File: src/rtl/axi_addr.sv
// AXI beat address generator: next address for FIXED/INCR/WRAP bursts, plus a
// registered copy and a registered illegal-burst flag.
module axi_addr #(
  parameter logic ALIGN_ADDR = 1'b1,
  parameter int   ADDR_WIDTH = 12,
  parameter int   DATA_WIDTH = 32
) (
  input  logic                  clk,
  input  logic                  rst,
  input  logic [ADDR_WIDTH-1:0] addr,
  input  logic [1:0]            burst,
  input  logic [2:0]            size,
  input  logic [7:0]            len,
  output logic [ADDR_WIDTH-1:0] next_addr,
  output logic [ADDR_WIDTH-1:0] next_addr_q,
  output logic                  err_q
);

  // Internal width covers a 2048-byte wrap window above the top of the address space.
  localparam int CW       = ((ADDR_WIDTH > 12) ? ADDR_WIDTH : 12) + 1;
  localparam int MAX_SIZE = $clog2(DATA_WIDTH / 8);

  localparam logic [1:0] BURST_FIXED = 2'b00;
  localparam logic [1:0] BURST_INCR  = 2'b01;
  localparam logic [1:0] BURST_WRAP  = 2'b10;
  localparam logic [1:0] BURST_RSVD  = 2'b11;

  logic [CW-1:0]         addr_w;
  logic [CW-1:0]         nb;
  logic [CW-1:0]         addr_aligned;
  logic [CW-1:0]         aligned_next;
  logic [CW-1:0]         incr_base;
  logic [CW-1:0]         wrap_total;
  logic [CW-1:0]         wrap_lo;
  logic [CW-1:0]         wrap_hi;
  logic [2:0]            len_lg;
  logic [3:0]            wrap_lg;
  logic                  wrap_len_ok;
  logic [ADDR_WIDTH-1:0] next_addr_d;
  logic                  err_d;

  always_comb begin
    addr_w       = CW'(addr);
    nb           = CW'(1) << size;
    addr_aligned = addr_w & ~(nb - CW'(1));
    aligned_next = addr_aligned + nb;
    incr_base    = ALIGN_ADDR ? addr_aligned : addr_w;

    len_lg      = 3'd0;
    wrap_len_ok = 1'b1;
    case (len)
      8'd1:    len_lg = 3'd1;
      8'd3:    len_lg = 3'd2;
      8'd7:    len_lg = 3'd3;
      8'd15:   len_lg = 3'd4;
      default: wrap_len_ok = 1'b0;
    endcase

    wrap_lg    = {1'b0, size} + {1'b0, len_lg};
    wrap_total = CW'(1) << wrap_lg;
    wrap_lo    = addr_w & ~(wrap_total - CW'(1));
    wrap_hi    = wrap_lo + wrap_total;

    next_addr_d = addr;
    case (burst)
      BURST_FIXED: next_addr_d = addr;
      BURST_INCR:  next_addr_d = ADDR_WIDTH'(incr_base + nb);
      BURST_WRAP: begin
        // An illegal wrap length degrades to a plain aligned increment.
        if (!wrap_len_ok || (aligned_next < wrap_hi))
          next_addr_d = ADDR_WIDTH'(aligned_next);
        else
          next_addr_d = ADDR_WIDTH'(wrap_lo);
      end
      default:     next_addr_d = addr;
    endcase

    err_d = (burst == BURST_RSVD) ||
            ((burst == BURST_WRAP) && !wrap_len_ok) ||
            (int'(size) > MAX_SIZE);
  end

  assign next_addr = next_addr_d;

  always_ff @(posedge clk or posedge rst) begin
    if (rst) begin
      next_addr_q <= '0;
      err_q       <= 1'b0;
    end else begin
      next_addr_q <= next_addr_d;
      err_q       <= err_d;
    end
  end

endmodule

File: config.mk
export PLATFORM = sky130hd
export DESIGN_NAME = axi_addr
export DESIGN_NICKNAME = d
export VERILOG_FILES = /design/src/rtl/axi_addr.sv
export SDC_FILE = /design/constraint.sdc
export NUM_CORES = 1
export LEC_CHECK = 0
export CAP_MARGIN = 30
export CORE_ASPECT_RATIO = 1.75
export CORE_MARGIN = 2
export CORE_UTILIZATION = 35
export CTS_CLUSTER_SIZE = 28
export DETAILED_ROUTE_END_ITERATION = 6
export PLACE_DENSITY = 0.61
export SETUP_SLACK_MARGIN = 0.2
export SYNTH_ARGS = -nofsm -noshare
export SYNTH_HDL_FRONTEND = slang
export SYNTH_SLANG_ARGS = --single-unit
File: constraint.sdc
create_clock -name clk -period 20.6 [get_ports clk]
set_input_delay 3.09 -clock clk [delete_from_list [all_inputs] [get_ports clk]]
set_output_delay 3.09 -clock clk [all_outputs]
set_load 0.02 [all_outputs]
==> results.tsv <==
metric	value	unit
Die Y	126	µm
CTS tree	yes	
total core area	8310	µm²
CTS max path bufs	2	
Nets	509	
Initial DRT Pass Iterations	5	
Die X	74.0	µm
critical path class	in -> out	
Worst Hold Class	in -> async	
XOR/XNOR share of the synthesized area	6.96	%
Synth Area in Adders	13.1	%
Initial Util	36.1	%
drt wl/cell	18.4	µm
routed via count	3423	
FILL cells	856	
Syn Inst Count	415	
Area growth syn-to-layout	21.6	%
cell with the most instances after synthesis	nand2_1	
non-filler cells, final	566	
Placed Cells	562	
Worst Path Required	17.51	ns
IO buf count	51	
Synth Area in Simple Gates	27.0	%
# rows	44	
largest family of logic cells by synthesized area	compound AO/OA/AOI/OAI gates	
Async S/R FF share, synth	100	%
H-tree levels	1	
mux share of post-synthesis cell area	0.667	%
hold-fix buffer count after cts	0	
number of enable flip-flop cells after synthesis	0	
clock sinks	13	
Crit Path Max Fanout	25	
Final HPWL DP	8620	µm
antenna cells	0	
Seq cells post-synth	13	
Pins Over Slew Limit	0	
top cell type by total area after synthesis	ha_1	
clock root cell	clkbuf_16	
pwr dens	42.5	nW/µm²
CTS clk-pin slew, worst paths	0.04	ns
final WL	10400	µm
# IOs	52	
Remaining Overflow, GRT	0	
share of cells above drive strength 1	4.66	%
RSZ-0062 raised after global routing	no	
max frequency	69.9	MHz
wire length of the first global-routing pass	16700	µm
outcome	complete, no violations	
Setup crit end kind	primary output	
die area	9360	µm²
synth top area cells	ha_1, dfrtp_1, nand2_1	
DR iter-0 viols	317	
Via density	6.05	
Mean Syn Cell Area	7.23	µm²
Synth top area share	12.1	%
max_cap viols	0	
Compound-Gate Fraction of Synth Area	35.7	%
crit path DAT	11.22	ns
Synth top cells by count	nand2_1, nor2_1, ha_1, a21oi_1	
Leak Pwr	1.51	nW
sequential area share after synthesis	10.8	%
Hold Violations, Final	0	
Post-DRT Antenna Nets	0	
Top FF cell, synth	dfrtp_1	
cts repair resizes	0	
total power	155	µW
Unique masters post-synth	73	
min Tclk post-route	14.31	ns
total track usage	22.6	%
final worst path period share	69.5	%
Finish-stage setup viols	0	
Net Count, Synth	472	
Slew Limit Headroom	45.8	%
Max VDD drop	0.0251	mV
TNS Setup	0	ns
largest net degree at the start of global routing	26	
Critical Path Start Type	input port	
worst slew pin tran	0.813	ns
gpl congestion	0.993	
initial antenna violation count	0	
setup repair bufs after CTS	0	
# DRC	0	
fin util	43.9	%
Ys Warns	0	
CTS buffer count	3	
cell area after synthesis	3000	µm²
vias in the first global route	3223	
==> per-stage QoR <==
step | hold WS (ns) | setup WS, ns | cell area, µm²
after floorplan | 2.97 | 8.18 | 3000
after global placement | 3.43 | 6.53 | 3570
after detailed placement | 3.44 | 6.39 | 3570
after CTS | 3.19 | 6.36 | 3650
after global routing | 3.23 | 5.51 | 3650
final | 3.16 | 6.29 | 3650
==> routing by layer <==
| metal | share of wire, % | GRT usage (%) |
|---|---|---|
| met5 | 0 | 0 |
| met4 | 6.5 | 12.2 |
| met3 | 4.6 | 2.14 |
| met2 | 52 | 40.4 |
| met1 | 37 | 25.3 |
==> kinds of logic (layout without fill, tap and decap cells) <==
| family | Yosys count | count (layout) |
|---|---|---|
| xor gates and xnor gates | 23 | 23 |
| AOI/OAI and AO/OA | 145 | 145 |
| and+or+nand+nor | 160 | 160 |
| adders and majority gates | 31 | 31 |
| buffers and inverters | 41 | 77 |
| DFF | 13 | 13 |
| muxes | 2 | 2 |
==> worst paths after layout <==
path / start / slack (ns) / cells past startpoint / end
max: len[7] / 6.29 / 28 / next_addr[10]
min: rst / 3.16 / 2 / next_addr_q[11]
max in group asynchronous: rst / 17.13 / 2 / next_addr_q[6]
min in group clk: addr[5] / 3.63 / 3 / next_addr_q[5]
==> report_power, final <==
| part | internal, mW | switching, mW | total (mW) | leakage [nW] |
|---|---|---|---|---|
| Clock | 0.0257 | 0.00976 | 0.0355 | 0.0409 |
| Sequential | 0.0285 | 0.000670 | 0.0292 | 0.159 |
| Combinational | 0.0366 | 0.0537 | 0.0903 | 1.31 |
| Total | 0.0909 | 0.0641 | 0.155 | 1.51 |
==> final cells by class <==
cell class / instances / area (µm²) / share of cell area, %
Timing Repair Buffer: 52 / 518 / 14.2
Tap cell: 115 / 144 / 3.95
Sequential cell: 13 / 325 / 8.92
Clock buffer: 3 / 75.1 / 2.06
Multi-Input combinational cell: 361 / 2500 / 68.6
Inverter: 21 / 78.8 / 2.16
Clock inverter: 1 / 5.00 / 0.137
==> registers in the layout, indices dropped and copies added (netlist names) <==
signal,cells
err_q,1
next_addr_q,12
==> layout by cell type (no fill, tap or decap), types with 3 or more instances in the layout <==
master	Yosys	layout
o21a_1	7	7
and3_1	10	10
clkbuf_16	0	3
a21boi_0	5	5
nand4_1	6	6
xnor2_1	13	13
or3_1	4	4
nor3_1	13	13
o22ai_1	3	3
o2111ai_1	4	4
a211oi_1	6	6
nand3_1	12	12
dfrtp_1	13	13
nor2_1	30	30
a21o_1	9	9
xor2_1	9	9
o21ai_1	4	4
a211o_1	4	4
a21oi_1	24	24
a22oi_1	4	4
or4_1	4	4
nand2_1	47	47
a31oi_1	7	7
nand2b_1	8	8
o211ai_1	10	10
and2_1	9	9
o31ai_1	3	3
o21ai_0	21	21
ha_1	29	29
inv_1	21	21
clkdlybuf4s50_1	0	51
==> critical path, cell delays in order <==
cell             delay, ns
clkdlybuf4s50_1       0.40
nor4_1                0.35
nand2_1               0.12
nor2_1                0.13
o21a_1                0.14
ha_1                  0.17
inv_1                 0.06
fa_1                  0.93
nor2b_1               0.48
nand2_1               0.18
ha_1                  0.51
nor3_1                0.28
a21oi_1               0.06
o311a_1               0.35
ha_1                  0.38
a21boi_0              0.32
nor3_1                0.08
a211oi_1              0.24
o211ai_1              0.14
ha_1                  0.32
a21o_1                0.20
a211oi_1              0.25
a21boi_0              0.50
o21a_1                0.26
or2_1                 0.31
o2111ai_1             0.17
o211ai_1              0.15
clkdlybuf4s50_1       0.64
No activity file was read; power rests on OpenSTA's default activity.
